--- src/rtl/register_pipe.sv ---
// register_pipe: DEPTH-stage valid/ready register pipeline with bubble collapsing and flush.
// Define REG_PIPE_COUNT_EN to add the registered occupancy output 'count'.
module register_pipe #(
    parameter int WIDTH = 64,
    parameter int DEPTH = 4
) (
    input  logic             clk,
    input  logic             reset,
    input  logic             flush,
    input  logic             in_valid,
    output logic             in_ready,
    input  logic [WIDTH-1:0] in_data,
    output logic             out_valid,
    input  logic             out_ready,
    output logic [WIDTH-1:0] out_data
`ifdef REG_PIPE_COUNT_EN
    ,
    output logic [$clog2(DEPTH+1)-1:0] count
`endif
);

    generate
        if (WIDTH < 1) begin : g_width_check
            $error("register_pipe: WIDTH must be >= 1");
        end
        if (DEPTH < 1) begin : g_depth_check
            $error("register_pipe: DEPTH must be >= 1");
        end
    endgenerate

    logic             valid_reg  [DEPTH];
    logic [WIDTH-1:0] data_reg   [DEPTH];
    logic             valid_next [DEPTH];
    logic             load       [DEPTH];
    logic [WIDTH-1:0] stage_in   [DEPTH];
    logic [DEPTH-1:0] advance;
    logic             accept;

    // Advance ripples back from the output stage, so a free slot anywhere
    // downstream lets every stage behind it move up in the same cycle.
    always_comb begin
        advance            = '0;
        advance[DEPTH-1]   = valid_reg[DEPTH-1] && out_ready;
        for (int i = DEPTH - 2; i >= 0; i--) begin
            advance[i] = valid_reg[i] && (!valid_reg[i+1] || advance[i+1]);
        end
    end

    assign in_ready = !flush && (!valid_reg[0] || advance[0]);
    assign accept   = in_valid && in_ready;

    generate
        for (genvar gi = 0; gi < DEPTH; gi++) begin : g_stage
            if (gi == 0) begin : g_head
                assign load[gi]     = accept;
                assign stage_in[gi] = in_data;
            end else begin : g_body
                // Flush must leave data untouched, so inter-stage loads are gated too.
                assign load[gi]     = advance[gi-1] && !flush;
                assign stage_in[gi] = data_reg[gi-1];
            end

            assign valid_next[gi] = flush         ? 1'b0 :
                                    load[gi]      ? 1'b1 :
                                    advance[gi]   ? 1'b0 :
                                                    valid_reg[gi];

            always_ff @(posedge clk) begin
                if (reset) begin
                    valid_reg[gi] <= 1'b0;
                    data_reg[gi]  <= '0;
                end else begin
                    valid_reg[gi] <= valid_next[gi];
                    if (load[gi]) begin
                        data_reg[gi] <= stage_in[gi];
                    end
                end
            end
        end
    endgenerate

    assign out_valid = valid_reg[DEPTH-1];
    assign out_data  = data_reg[DEPTH-1];

`ifdef REG_PIPE_COUNT_EN
    localparam int CW = $clog2(DEPTH + 1);

    logic [CW-1:0] count_reg;
    logic [CW-1:0] count_next;

    // Counting the next-state valid bits keeps count aligned with the stages.
    always_comb begin
        count_next = '0;
        for (int i = 0; i < DEPTH; i++) begin
            count_next = count_next + CW'(valid_next[i]);
        end
    end

    always_ff @(posedge clk) begin
        if (reset) begin
            count_reg <= '0;
        end else begin
            count_reg <= count_next;
        end
    end

    assign count = count_reg;
`endif

endmodule

--- config.mk ---
export PLATFORM = sky130hd
export DESIGN_NAME = register_pipe
export DESIGN_NICKNAME = d
export VERILOG_FILES = /design/src/rtl/register_pipe.sv
export SDC_FILE = /design/constraint.sdc
export NUM_CORES = 1
export LEC_CHECK = 0
export ABC_CLOCK_PERIOD_IN_PS = 6690
export CAP_MARGIN = 20
export CORE_MARGIN = 4
export CORE_UTILIZATION = 56
export CTS_CLUSTER_DIAMETER = 100
export CTS_CLUSTER_SIZE = 10
export DETAILED_ROUTE_END_ITERATION = 12
export GPL_TIMING_DRIVEN = 0
export PLACE_DENSITY = 0.8
export SLEW_MARGIN = 20
export SYNTH_ARGS = -nofsm -noshare
export SYNTH_HDL_FRONTEND = slang
export SYNTH_SLANG_ARGS = --single-unit
--- constraint.sdc ---
create_clock -name clk -period 6.69 [get_ports clk]
set_input_delay 1.0035 -clock clk [delete_from_list [all_inputs] [get_ports clk]]
set_output_delay 1.0035 -clock clk [all_outputs]
set_load 0.03 [all_outputs]
# Word level (Yosys, flattened, before mapping)
# Memory sizes are Yosys's and may differ from the RTL's.
# Cells that the tools add are included.
# word_totals
regBits	0
word_cells	63
n_memories	2
inputBits	69
ram_bits	260
# memory_table
memory	words	width	rd	rd_clocked_by_memory_dff	write_ports	line_no	rtl
data_reg	4	64	4	0	4	32	logic [WIDTH-1:0] data_reg [DEPTH];
valid_reg	4	1	4	0	4	31	logic valid_reg [DEPTH];
# op_classes
muxes	35
n_reduce_logical	18
bitwise_logic	8
# ops
op	count
$mux 64	4
$mux 1	31
$logic_and 1x1->1	9
$or 1x1->1	8
$logic_not 1->1	5
$logic_or 1x1->1	4

# Longest topological paths before layout
# Gate-level depths: netlist of the first run.
# logic_depth
word_depth	14
depth_mapped	5
ltp_nobuf	2

# Least setup slack after synthesis of the first run
# OpenSTA, ideal clock, no wires.
# synth_path
path_kind	input to register
start	in reset
end	mem data_reg[0][0] (enable)
arrival_ns	4.833
required_time_ns	6.174
cell_stages	4
setup_slack_ns	1.341
cell_sequence	buf_2 > buf_1 > nor2b_1 > a2bb2oi_1
# synth_rtl
element	line_no	rtl
start: declaration	8	input logic reset,
end: declaration	32	

# Worst setup path after layout of the first run
# layout_path
start	in out_ready
end	out in_ready
# layout_between
elab_chain_len	9
# layout_rtl
element	line_no	rtl
start: declaration	14	input logic out_ready,
$logic_and 1x1->1	43	advance[DEPTH-1] = valid_reg[DEPTH-1] && out_ready;
$logic_or 1x1->1	45	advance[i] = valid_reg[i] && (!valid_reg[i+1] || advance[i+1]);
$logic_and 1x1->1	45	
$logic_or 1x1->1	45	
$logic_and 1x1->1	45	
$logic_or 1x1->1	45	
$logic_and 1x1->1	45	
$logic_or 1x1->1	49	assign in_ready = !flush && (!valid_reg[0] || advance[0]);
$logic_and 1x1->1	49	
end: declaration	11	output logic in_ready,
# Every way passes these cells.

==> flow_summary.yaml, run 1 <==
run_status:
  status: "completed"
sta:
  period_minus_slack_ns: 4.11
  rsz0062_at_grt: "false"
  hold_slack_ns: 0.561
  finalSetupViolCount: 0
  skew_ns: 0.0112
  tightestPinTransition_ns: 0.696
  hold_violations: 0
  drv_slew: 0
  max_slew_margin_pct: 53.5
  timing.final.crit_share_pct: 61.4
  max_freq_mhz: 244
critical_path:
  arrival_ns: 3.10
  worstSetupPathType: "in -> out"
  start_kind: "input port"
  setup.worst_path.start: "out_ready"
  r2r_cells: 6
  crit_family: "buffers and inverters"
  endpoint_kind: "output port"
  reg2reg_from: "valid_reg[0]"
  cp_cell_sequence: "clkdlybuf4s50_1, and4b_1, buf_2, buf_6, buf_6, a21oi_1, clkdlybuf4s50_1"
  cp_max_fo: 10
  path_depth: 7
  cpPeakStageDelay_ns: 0.71
  required_ns: 5.69
  critPathBufInv: 5
  slowest_stage: "clkdlybuf4s50_1"
cts:
  clk_pin_slew_ns: 0.06
  post_cts_resized: 0
  cts_buffers: 29
  clockBufferDepth: 3
  ctsRootBufferMaster: "clkbuf_16"
  tritoncts: "yes"
  hold_buffers: 0
  clock_latency_ns: 0.53
  htreeDepth: 1
  postCtsSetupRepairBufs: 0
  cts_sinks: 260
final_layout:
  antennaDiodeCount: 0
  drive_gt1_share_pct: 22.2
  area_growth_pct: 23.9
  layout_common_cells: "256 x edfxtp_1, 133 x clkdlybuf4s50_1, 72 x clkbuf_1"
  utilization_pct: 71.3
  final_nets: 924
  largest_reg_flops: 256
  final_common_cell: "edfxtp_1"
run:
  cap_violations: 0
logic_synthesis:
  ys_types: 27
  avgSynthCellArea_sq_um: 16.6
  synth_fp_nets: 752
  synth_seq_area_share_pct: 68.5
  ys_warn_count: 0
  synth_cells: 683
  ys_ff_latch: 260
  syn-cell-area_sq_um: 11300
die:
  rows: 51
  initial_core_util_pct: 57.5
  core_area_sq_um: 19700
  die_w_um: 150
  die_area_sq_um: 22600
  num_io_pins: 135
  fp.dieH_um: 150
global_route:
  antenna_found_initial: 0
  grt_use_total_pct: 20.3
  grt_overflow: 0
  grt_max_degree: 48
  grt_pass1_vias: 6837
  grt_first_pass_wirelength_um: 35600
placed_design:
  gp_congestion: 0.848
  hpwlAfterDp_um: 15400
  numPortBuffers: 133
pwr:
  p_int_uw: 2790
  p_comb_share_pct: 6.6
  power.total_uw: 3510
  switching_share_pct: 20.4
  p_leak_uw: 0.00529
  worst_ir_drop_vdd_mv: 0.223
  powerDensity_nw_per_um2: 249
  power.share.sequential_pct: 53.8
  p_switching_uw: 717
  pwr-share-clk_pct: 39.6
worst_hold_path:
  hold_class: "reg -> reg"
  min_path_cells: 1
  min_from: "data_reg[0][105]"
routing:
  dr.pass1.iters: 5
  vias_per_cell: 5.70
  drc: 0
  drt_iter0_drc: 558
  drtAntennaViolNets: 0
  wirelength_um: 22700
  wl_per_cell_um: 19.9
  vias: 6513
==> cell families (layout without fill, tap and decap cells) <==
| logic type | count (synthesis) | in the layout | share of synthesized area [%] |
|---|---|---|---|
| simple gates | 204 | 204 | 17.5 |
| compound gates | 73 | 73 | 6.21 |
| buf+inv | 146 | 340 | 7.83 |
| flops | 260 | 260 | 68.5 |
==> final timing paths <==
check / endpoint / slack [ns]
worst min register to register: data_reg[1][41] / 0.56
worst max-delay path: in_ready / 2.58
worst min-delay path: data_reg[1][41] / 0.56
worst max register to register: data_reg[0][92] / 4.32
==> power by group through the flow <==
stage | Clock [uW] | Sequential, uW | Combinational (uW)
2_1_floorplan | 0 | 1920 | 120
3_3_place_gp | 0 | 1930 | 209
3_5_place_dp | 0 | 1920 | 232
4_1_cts | 1400 | 1890 | 233
5_1_grt | 1470 | 1890 | 247
6_report | 1390 | 1890 | 233
==> Yosys cell counts <==
| library cell | count | area, sq um |
|---|---|---|
| a21oi_1 | 3 | 15.0 |
| edfxtp_1 | 256 | 7690 |
| nor3b_2 | 60 | 751 |
| buf_4 | 65 | 488 |
| and4_1 | 64 | 561 |
| and4b_1 | 1 | 10.0 |
| o21a_1 | 1 | 7.51 |
| o21bai_1 | 2 | 15.0 |
| nor4b_1 | 64 | 561 |
| clkbuf_1 | 48 | 180 |
| a31o_2 | 2 | 17.5 |
| dfxtp_1 | 4 | 80.1 |
| nor2_1 | 1 | 3.75 |
| o211a_1 | 64 | 641 |
| inv_1 | 3 | 11.3 |
| nand2b_1 | 3 | 18.8 |
| a2bb2oi_1 | 1 | 8.76 |
| or2_2 | 1 | 6.26 |
| buf_6 | 10 | 113 |
| or3b_1 | 1 | 8.76 |
| buf_2 | 16 | 80.1 |
| nor3b_1 | 5 | 37.5 |
| nand4b_1 | 1 | 8.76 |
| and3b_1 | 1 | 8.76 |
| nor2b_1 | 2 | 12.5 |
| buf_1 | 3 | 11.3 |
| clkbuf_2 | 1 | 5.00 |
==> final cells by class <==
type	instances	area, sq um
Sequential cell	260	7770
Fill cell	1197	5660
Multi-Input combinational cell	277	2740
Timing Repair Buffer	141	1510
Buffer	143	877
Clock buffer	53	816
Tap cell	265	332
Inverter	3	11.3
==> per-layer routing <==
layer	up-vias	wire length (um)	global-route usage, %
li1	3021	-	-
met1	3212	8590	24.9
met2	226	12000	36.5
met3	54	1430	3.25
met4	0	654	7.04
met5	-	0	0
==> through the flow <==
step	area, sq um	instances	setup slack (ns)	TNS (ns)
after detailed placement	13200	1089	2.63	0
after CTS	14100	1142	2.61	0
after floorplan	11300	683	1.34	0
after global placement	13000	1081	-0.224	-18.99
final	14100	1142	2.58	0
after global routing	14100	1142	2.53	0
(Power assumes the default switching activity.)
==> inputs of run 2 (changes only) <==
ABC_CLOCK_PERIOD_IN_PS = 4300   (was 6690)
clock period = 4.3 ns   (was 6.69 ns; I/O delays follow)
==> run 2 against run 1 <==
Against the previous run:
- sequential share of layout area grew 0.22 points
- total power grew 53%
- via count shrank 0.26%
- global-route usage shrank 0.22 points
- clock skew shrank 0.0012 ns
==> flow_summary.yaml, run 2 (synthesis results as in run 1) <==
run_status:
  status: "completed"
worst_hold_path:
  hold_class: "reg -> reg"
  min_from: "data_reg[0][70]"
  min_path_cells: 1
  hold_end: "data_reg[1][6]"
critical_path:
  reg2reg_slack_ns: 1.94
  cpPeakStageDelay_ns: 0.71
  slowest_stage: "clkdlybuf4s50_1"
  required_ns: 3.65
  endpoint_kind: "output port"
  cp_max_fo: 10
  reg2reg_from: "valid_reg[0]"
  start_kind: "input port"
  cp_cell_sequence: "clkdlybuf4s50_1, and4b_1, buf_2, buf_6, buf_6, a21oi_1, clkdlybuf4s50_1"
  arrival_ns: 2.72
  r2r_cells: 6
  worstSetupPathType: "in -> out"
  rr_endpoint: "data_reg[0][94]"
pwr:
  power.share.sequential_pct: 54.7
  powerDensity_nw_per_um2: 383
  p_int_uw: 4290
  pwr-share-clk_pct: 38.5
  worst_ir_drop_vdd_mv: 0.328
  p_switching_uw: 1070
  p_leak_uw: 0.00527
  p_comb_share_pct: 6.7
  switching_share_pct: 19.9
sta:
  finalSetupViolCount: 0
  rsz0062_at_grt: "false"
  skew_ns: 0.00999
  timing.final.crit_share_pct: 78.3
  drv_slew: 0
  max_slew_margin_pct: 53.0
  max_freq_mhz: 297
  layout_setup_ws_ns: 0.935
  tightestPinTransition_ns: 0.703
  period_minus_slack_ns: 3.37
  hold_violations: 0
routing:
  vias_per_cell: 5.75
  dr.pass1.iters: 5
  drc: 0
  wl_per_cell_um: 19.7
  drt_iter0_drc: 519
  wirelength_um: 22300
  vias: 6496
  drtAntennaViolNets: 0
placed_design:
  gp_congestion: 0.839
  dpl_cell_area_sq_um: 13200
  numPortBuffers: 133
  hpwlAfterDp_um: 15300
  place_ws_ns: 0.974
final_layout:
  final_nets: 924
  area_growth_pct: 23.4
  drive_gt1_share_pct: 22.6
  multi_input_area_sq_um: 2740
  largest_reg_flops: 256
  utilization_pct: 71.0
  final_common_cell: "edfxtp_1"
  fillerInstances: 1256
  antennaDiodeCount: 0
  fin_area_sq_um: 14000
  final-seq-area_sq_um: 7770
  layout_common_cells: "256 x edfxtp_1, 133 x clkdlybuf4s50_1, 65 x buf_4"
die:
  die_w_um: 150
  core_area_sq_um: 19700
  rows: 51
  die_area_sq_um: 22600
  fp.dieH_um: 150
  initial_core_util_pct: 57.5
  num_io_pins: 135
cts:
  tritoncts: "yes"
  clock_latency_ns: 0.52
  ctsRootBufferMaster: "clkbuf_16"
  post_cts_resized: 0
  cts_sinks: 260
  htreeDepth: 1
  cts_buffers: 29
  hold_buffers: 0
  postCtsSetupRepairBufs: 0
  clk_pin_slew_ns: 0.05
  clockBufferDepth: 3
global_route:
  grt_pass1_vias: 6685
  antenna_found_initial: 0
  grt_max_degree: 48
  grt_use_total_pct: 20.1
  grt_overflow: 0
  grt_first_pass_wirelength_um: 35200
run:
  cap_violations: 0
-- run 2: layout make-up --
class | instances | share of cell area, %
timing repair buffer | 141 | 10.7
sequential | 260 | 55.5
tap | 265 | 2.37
inverter | 3 | 0.0804
clock buffer | 40 | 5.48
multi-input combinational | 277 | 19.6
buffer | 143 | 6.27
-- run 2: how the worst max path moves through the flow --
stage	from	endpoint	slack [ns]	depth (start not counted)
detailed placement	out_ready	in_ready	0.97	7
global route	out_ready	in_ready	0.87	7
global placement	out_ready	data_reg[0][16]	-0.42	6
floorplan	out_ready	data_reg[0][0]	0.81	5
finish	out_ready	in_ready	0.93	7
CTS	out_ready	in_ready	0.95	7
-- run 2: power groups by stage --
stage | clock (uW) | sequential, uW | combinational, uW
3_5_place_dp | 0 | 2980 | 361
5_1_grt | 2200 | 2940 | 384
6_report | 2070 | 2930 | 362
3_3_place_gp | 0 | 2990 | 327
2_1_floorplan | 0 | 2980 | 188
4_1_cts | 2100 | 2930 | 364
-- run 2: routing by layer --
layer	wire, um	up-vias	track usage [%]
met3	1370	60	2.74
met4	686	0	7.64
met1	8340	3178	25.2
li1	-	3002	-
met5	0	-	0
met2	11900	256	35.6
-- run 2: metrics by stage --
| stage | power (uW) | hold slack (ns) | setup TNS (ns) | cells |
|---|---|---|---|---|
| 2_1_floorplan | 3160 | 0.491 | 0 | 683 |
| 3_3_place_gp | 3310 | 0.538 | -60.19 | 1081 |
| 3_5_place_dp | 3340 | 0.547 | 0 | 1089 |
| 4_1_cts | 5400 | 0.569 | 0 | 1129 |
| 5_1_grt | 5530 | 0.579 | 0 | 1129 |
| 6_report | 5360 | 0.567 | 0 | 1129 |
-- run 2: critical path, delay by kind of cell --
kind,cells,cell delay [ns]
buffers and inverters,5,1.70
AOI/OAI and AO/OA,1,0.16
and+or+nand+nor,1,0.21
==> inputs of run 3 (changes only) <==
ABC_CLOCK_PERIOD_IN_PS = 3200   (was 4300)
clock period = 3.2 ns   (was 4.3 ns; I/O delays follow)
==> run 3 against run 2 <==
Against the previous run:
- clock power is 39% higher
- final area is 0.35% higher
- via count is 1.2% higher
- hold slack worse by 0.0075 ns
- non-clock buffer count stayed put
- clock skew is 0.0025 ns lower
- clock-buffer cell count is 13 higher
==> flow_summary.yaml, run 3 (synthesis results as in run 1) <==
final_layout:
  utilization_pct: 71.2
  antennaDiodeCount: 0
  fin_area_sq_um: 14000
  layoutNonFillerInstCount: 1142
  drive_gt1_share_pct: 22.2
  fillerInstances: 1208
  area_growth_pct: 23.8
  final_common_cell: "edfxtp_1"
  layout_common_cells: "256 x edfxtp_1, 133 x clkdlybuf4s50_1, 72 x clkbuf_1"
  largest_reg_flops: 256
  final_nets: 924
critical_path:
  required_ns: 2.72
  cp_max_fo: 10
  arrival_ns: 2.58
  endpoint_kind: "output port"
  start_kind: "input port"
  worstSetupPathType: "in -> out"
die:
  fp.dieH_um: 150
  die_area_sq_um: 22600
  rows: 51
  num_io_pins: 135
  initial_core_util_pct: 57.5
  die_w_um: 150
  core_area_sq_um: 19700
routing:
  wl_per_cell_um: 19.8
  vias: 6571
  dr.pass1.iters: 5
  drt_iter0_drc: 423
  wirelength_um: 22700
  drc: 0
  drtAntennaViolNets: 0
  vias_per_cell: 5.75
cts:
  htreeDepth: 1
  clock_latency_ns: 0.52
  tritoncts: "yes"
  clk_pin_slew_ns: 0.05
  postCtsSetupRepairBufs: 0
  post_cts_resized: 0
  ctsRootBufferMaster: "clkbuf_16"
  hold_buffers: 0
  cts_buffers: 29
  cts_sinks: 260
  clockBufferDepth: 3
placed_design:
  numPortBuffers: 133
  gp_congestion: 0.844
  placed_cells: 1089
  hpwlAfterDp_um: 15500
  dpl_cell_area_sq_um: 13200
sta:
  finalSetupViolCount: 0
  skew_ns: 0.00747
  max_slew_margin_pct: 53.5
  drv_slew: 0
  rsz0062_at_grt: "false"
  hold_slack_ns: 0.559
  timing.final.crit_share_pct: 95.5
  period_minus_slack_ns: 3.06
  hold_violations: 0
  tightestPinTransition_ns: 0.696
  max_freq_mhz: 327
pwr:
  p_leak_uw: 0.00528
  worst_ir_drop_vdd_mv: 0.329
  powerDensity_nw_per_um2: 521
global_route:
  grt_pass1_vias: 6714
  grt_first_pass_wirelength_um: 35700
  grt_overflow: 0
  grt_max_degree: 34
  antenna_found_initial: 0
  grt_use_total_pct: 20.4
run_status:
  status: "completed"
worst_hold_path:
  hold_class: "reg -> reg"
run:
  cap_violations: 0
run 3: cell count changes in the layout (fill, tap and decap cells not counted):
cell	change
clkbuf_1	+13
run 3: worst max-delay path, cell delays in order:
cell and delay, ns:
clkdlybuf4s50_1 0.50, and4b_1 0.20, buf_2 0.17, buf_6 0.16
buf_6 0.15, a21oi_1 0.20, clkdlybuf4s50_1 0.71
run 3: routing by layer:
| metal | GRT usage (%) | share of wire, % | up-vias |
|---|---|---|---|
| met4 | 7.04 | 2.9 | 0 |
| met1 | 25.7 | 38 | 3234 |
| met3 | 2.41 | 6.2 | 54 |
| met5 | 0 | 0 | - |
| li1 | - | - | 3022 |
| met2 | 36.4 | 53 | 261 |
run 3: area by class of cell:
cell class	count	area [sq um]	share of cell area [%]
multi-input combinational	277	2740	19.5
clock buffer	53	816	5.81
sequential	260	7770	55.3
inverter	3	11.3	0.0802
tap	265	332	2.36
timing repair buffer	141	1500	10.7
buffer	143	877	6.24
run 3: power by group:
group          switching [uW]  internal, uW  leakage [uW]
registers                40.7          3900       0.00269
clock network            1190          1690      0.000386
logic                     249           238       0.00221
run 3: worst paths after layout:
path	start	to	cells after the start	slack [ns]
min	valid_reg[1]	valid_reg[2]	1	0.56
max	out_ready	in_ready	7	0.14
min reg2reg	valid_reg[1]	valid_reg[2]	1	0.56
max reg2reg	valid_reg[0]	data_reg[0][87]	6	0.86
run 3: metrics by stage:
step / setup TNS (ns) / worst slack, ns / total power [uW]
after floorplan: 0 / 0.0210 / 4250
after global placement: -173.43 / -1.26 / 4450
after detailed placement: 0 / 0.0839 / 4490
after CTS: 0 / 0.159 / 7360
after global routing: 0 / 0.0575 / 7550
final: 0 / 0.145 / 7310
==> RTL change 1 (flow settings as in run 3) <==
Add a define of `REG_PIPE_COUNT_EN`.
--- a/src/rtl/register_pipe.sv
+++ b/src/rtl/register_pipe.sv
@@ -2,2 +2,4 @@
 // Define REG_PIPE_COUNT_EN to add the registered occupancy output 'count'.
+`define REG_PIPE_COUNT_EN
+
 module register_pipe #(
Check against the original RTL (old outputs only; new: count): no difference found for any inputs over 10 cycles, from zero or initial values and one cycle with reset high; that may be too few to reach the edited logic, so the function may still have changed.
==> RTL change 1 against run 3 <==
Clock power rose by 6%; global-route usage decreased by 2.0 points; sequential cell count is 3 higher; area after synthesis rose by 3.5%; clock skew is 0.0097 ns higher; setup slack better by 0.018 ns; total power increased by 4.0%; design area increased by 4.0%; wire length is 0.94% lower; largest cell class unchanged.
==> RTL change 1: results (changes against run 3) <==
Yosys
  – Synth top cells by count: edfxtp_1, nor4b_1, inv_1
  – Syn Nets: 839 (+12%)
  – Syn Inst Count: 767 (+12%)
  – Synth Area in Compound Gates: 6.912% (+0.70 points)
  – Synth area leaders: edfxtp_1, nor4b_1, a211oi_2, buf_4, nor3b_1
  – Post-Synth Adder-Cell Area: 0.3834% (+0.38 points)
  – Post-synthesis sequential area ratio: 66.63% (-1.8 points)

Finish
  – Seq area share: 53.58% (-1.7 points)
  – Fillers: 1324 (+9.6%)
  – Ratio of cells with drive above 1 in the final layout: 22.90% (+0.66 points)
  – Inverter count: 71 (+68)
  – Multi-In Gates: 287 (+3.6%)
  – NonClk Buf Share: 17.65% (+0.70 points)

Critical path
  – Worst r2r src: valid_reg[2]
  – Reg-to-reg setup timing slack: 0.16 ns (-0.70 ns)
  – Worst EP arrival: 3.44 ns (+0.86 ns)
  – FF-to-FF End: count[1]
  – Worst reg-to-reg path cell count: 10 (+4)

GRT
  – Largest net degree at the start of global routing: 28 (-18%)
  – Global-route wire length before repair: 34140 µm (-4.3%)
  – Initial antenna violation count: 1 (+1)
  – Vias in the first global route: 6609 (-1.6%)

Detailed routing
  – Routed wl met3: 1200 µm (-15%)
  – Detailed Route Iter0 Violations: 456 (+7.8%)
  – Drt wl/cell: 18.02 µm (-9.1%)
  – Vias: 6858 (+4.4%)

STA
  – Worst Tran Pin Value: 0.7317 ns (+0.03610 ns)

Hold path
  – Hold EP: count[1]
  – Hold WC Path Type: in -> reg
  – Hold Startpoint: reset

Status
  – Status: finished, final reports clean

Pwr
  – Comb group: 563 µW (+16%)
  – Max VDD drop: 0.0004130 V (+25%)
  – Power share of the clock group: 40.1% (+0.7 points)

Clock tree
  – Worst-Skew Late Latency: 0.54 ns (+0.02 ns)
  – Clk sinks: 263 (+1.2%)

Place
  – Dpl hpwl: 15530 µm (+0.46%)
  – Placer Congestion: 0.8231 (-2.5%)
-- RTL change 1: changes by cell type after synthesis, moves of 8 or more --
cell | before | now
nor4b_1 | 64 | 127
a211oi_1 | 0 | 15
o211a_1 | 64 | 1
and4_1 | 64 | 0
buf_1 | 3 | 11
inv_1 | 3 | 71
nor3b_2 | 60 | 18
buf_6 | 10 | 23
nor3b_1 | 5 | 46
clkbuf_1 | 48 | 33
a211oi_2 | 0 | 49
-- RTL change 1: metal layers --
layer  vias to the layer above  GRT usage [%]
li1                       3240              -
met1                      3340          22.33
met2                       236          34.08
met3                        42          2.234
met4                         0          5.940
met5                         -              0
-- RTL change 1: worst max-delay path, stage by stage (launching register included) --
cell	delay, ns
dfxtp_1	0.46
and3b_1	0.20
clkbuf_1	0.31
buf_2	0.39
buf_4	0.28
o21ai_0	0.14
fa_1	0.52
inv_1	0.04
ha_1	0.17
ha_1	0.26
nor2b_1	0.12
-- RTL change 1: through the flow --
step	util [%]	hold slack (ns)	total power, mW	setup TNS, ns
4_1_cts	71.50	0.5222	7.639	0
2_1_floorplan	-	0.5068	4.371	-2.726
6_report	71.52	0.5451	7.604	0
3_5_place_dp	67.22	0.5558	4.620	-0.8475
5_1_grt	71.52	0.5553	7.839	0
3_3_place_gp	66.10	0.5470	4.580	-255.05
-- RTL change 1: worst max path at each step --
stage / start / endpoint / slack [ns] / cells past startpoint
final: valid_reg[2] / count[1] / 0.16 / 10
after global placement: out_ready / data_reg[0][11] / -1.24 / 5
after detailed placement: out_ready / count[1] / -0.34 / 11
after floorplan: reset / data_reg[0][0] / -0.04 / 4
after CTS: out_ready / count[1] / 0.21 / 11
after global routing: valid_reg[2] / count[1] / 0.02 / 10
==> RTL change 2 (flow settings as in run 3) <==
Made on the original files. Set the parameter `DEPTH` to 2 (it was 4).
--- a/src/rtl/register_pipe.sv
+++ b/src/rtl/register_pipe.sv
@@ -4,3 +4,3 @@
     parameter int WIDTH = 64,
-    parameter int DEPTH = 4
+    parameter int DEPTH = 2
 ) (
Function: changed (a bounded check fails within 4 cycles, from zero or initial values).
==> RTL change 2 against run 3 <==
Area after synthesis down 51%; sequential power decreased by 49%; design area decreased by 45%; total power fell by 42%; core utilization up 8.6 points; wire length shrank 45%; setup slack better by 0.022 ns; sequential cell count decreased by 130; global-route usage up 2.4 points; critical path type unchanged; critical endpoint unchanged.
==> RTL change 2: results (changes against run 3) <==
Finish
  – Non-clk bufs: 185 (-35%)
  – Multi-In Gates: 201 (-27%)
  – ClkCell Share: 6.925% (+1.1 points)
  – Final std cells w/o fill: 682 (-40%)
  – Fillers: 572 (-53%)
  – Nets: 606 (-34%)
  – Ratio of cells with drive above 1 in the final layout: 19.13% (-3.1 points)
  – Finished Cell Area: 0.007769 mm² (-45%)
  – Multi-input logic portion of the cell area: 19.13% (-0.37 points)
  – Max reg flops: 128 (-50%)
  – Layout clock buffers: 18 (-66%)
  – Inverter count: 2 (-1)

Status
  – Status: finished, final reports clean

Detailed routing
  – Vias per cell: 5.499 (-4.4%)
  – Detailed Route Iter0 Violations: 230 (-46%)
  – TritonRoute pass-1 iters: 4 (-1)
  – Drt wl/cell: 18.23 µm (-8.1%)

Yosys
  – Syn Nets: 446 (-41%)
  – Post-synthesis sequential area ratio: 69.52% (+1.1 points)
  – Asr flop ratio synth: 0% (unchanged)
  – Synth top cells by count: edfxtp_1, nand2_1, nor3_1
  – Library cells used by synthesis: 21 (-22%)
  – Post-synth EDFFs: 128 (-50%)
  – Synth area leaders: edfxtp_1, nor4b_2, nor3_1, nand2_1, nor4b_1
  – Syn avg cell area: 14.82 µm² (-11%)

Pwr
  – Leakage power: 2.618 nW (-50%)
  – Sequential Power: 2.01 mW (-49%)
  – Int Power: 3.274 mW (-44%)
  – Max VDD drop: 0.0003409 V (+3.6%)
  – Sw Ratio: 22.22% (+2.0 points)

Clock tree
  – CTS root buffer: clkbuf_8
  – Htree depth: 4 (+3)
  – Clk sinks: 130 (-50%)
  – Clock Path Buffers: 2 (-1)
  – Num CTS Buffers: 17 (-41%)

STA
  – Slew HR: 58.64% (+5.1 points)
  – Worst clock skew: 0.009083 ns (+0.001616 ns)
  – WHS: 0.5474 ns (-0.01163 ns)
  – Min cycle time layout: 3.033 ns (-0.02210 ns)

Place
  – Dpl hpwl: 8614 µm (-44%)
  – Cell Count Post-Placement: 651 (-40%)
  – Setup WS pre-CTS: 0.1484 ns (+0.06450 ns)
  – # port buffers: 134 (+0.75%)
  – Placer Congestion: 0.7949 (-5.8%)

Critical path
  – Reg-to-reg setup timing slack: 0.92 ns (+0.06 ns)
  – Crit-path max cell delay: 0.59 ns (-0.12 ns)
  – FF-to-FF End: data_reg[1][21]
  – Worst EP arrival: 2.55 ns (-0.03 ns)
  – Worst r2r src: valid_reg[1]

Hold path
  – Hold Startpoint: valid_reg[0]

GRT
  – Largest net degree at the start of global routing: 29 (-15%)
  – GRT Total Usage: 22.77% (+2.4 points)
  – Vias in the first global route: 3823 (-43%)
  – Global-route wire length before repair: 19640 µm (-45%)

Floorplanning
  – Well Taps: 133 (-50%)
## RTL change 2: cell types whose count changed in the layout (fill, tap and decap cells not counted), moves of 13 or more
cell,before,now
buf_4,65,1
nand2_1,0,64
o211a_1,64,0
edfxtp_1,256,128
clkbuf_16,29,16
nor3b_2,60,0
clkbuf_1,72,14
and4_1,64,0
nor3_1,0,64
nor4b_1,64,24
nor4b_2,0,37
## RTL change 2: per-layer routing
layer / global-route usage, % / share of wire (%) / vias up
met5: 0 / 0 / -
met4: 12.71 / 3.7 / 0
met3: 5.279 / 5.9 / 35
met2: 38.32 / 53 / 153
met1: 26.90 / 38 / 1810
li1: - / - / 1752
## RTL change 2: critical path: cells and delay by family
family | cells | cell delay (ns)
buf+inv | 5 | 1.78
simple gates | 2 | 0.29
## RTL change 2: logic make-up (layout without fill, tap and decap cells)
family	Yosys count	in the layout	share of synthesized area, %
AOI/OAI and AO/OA	4	4	0.5823
buffers and inverters	46	218	4.323
and+or+nand+nor	197	197	25.58
DFF	130	130	69.52
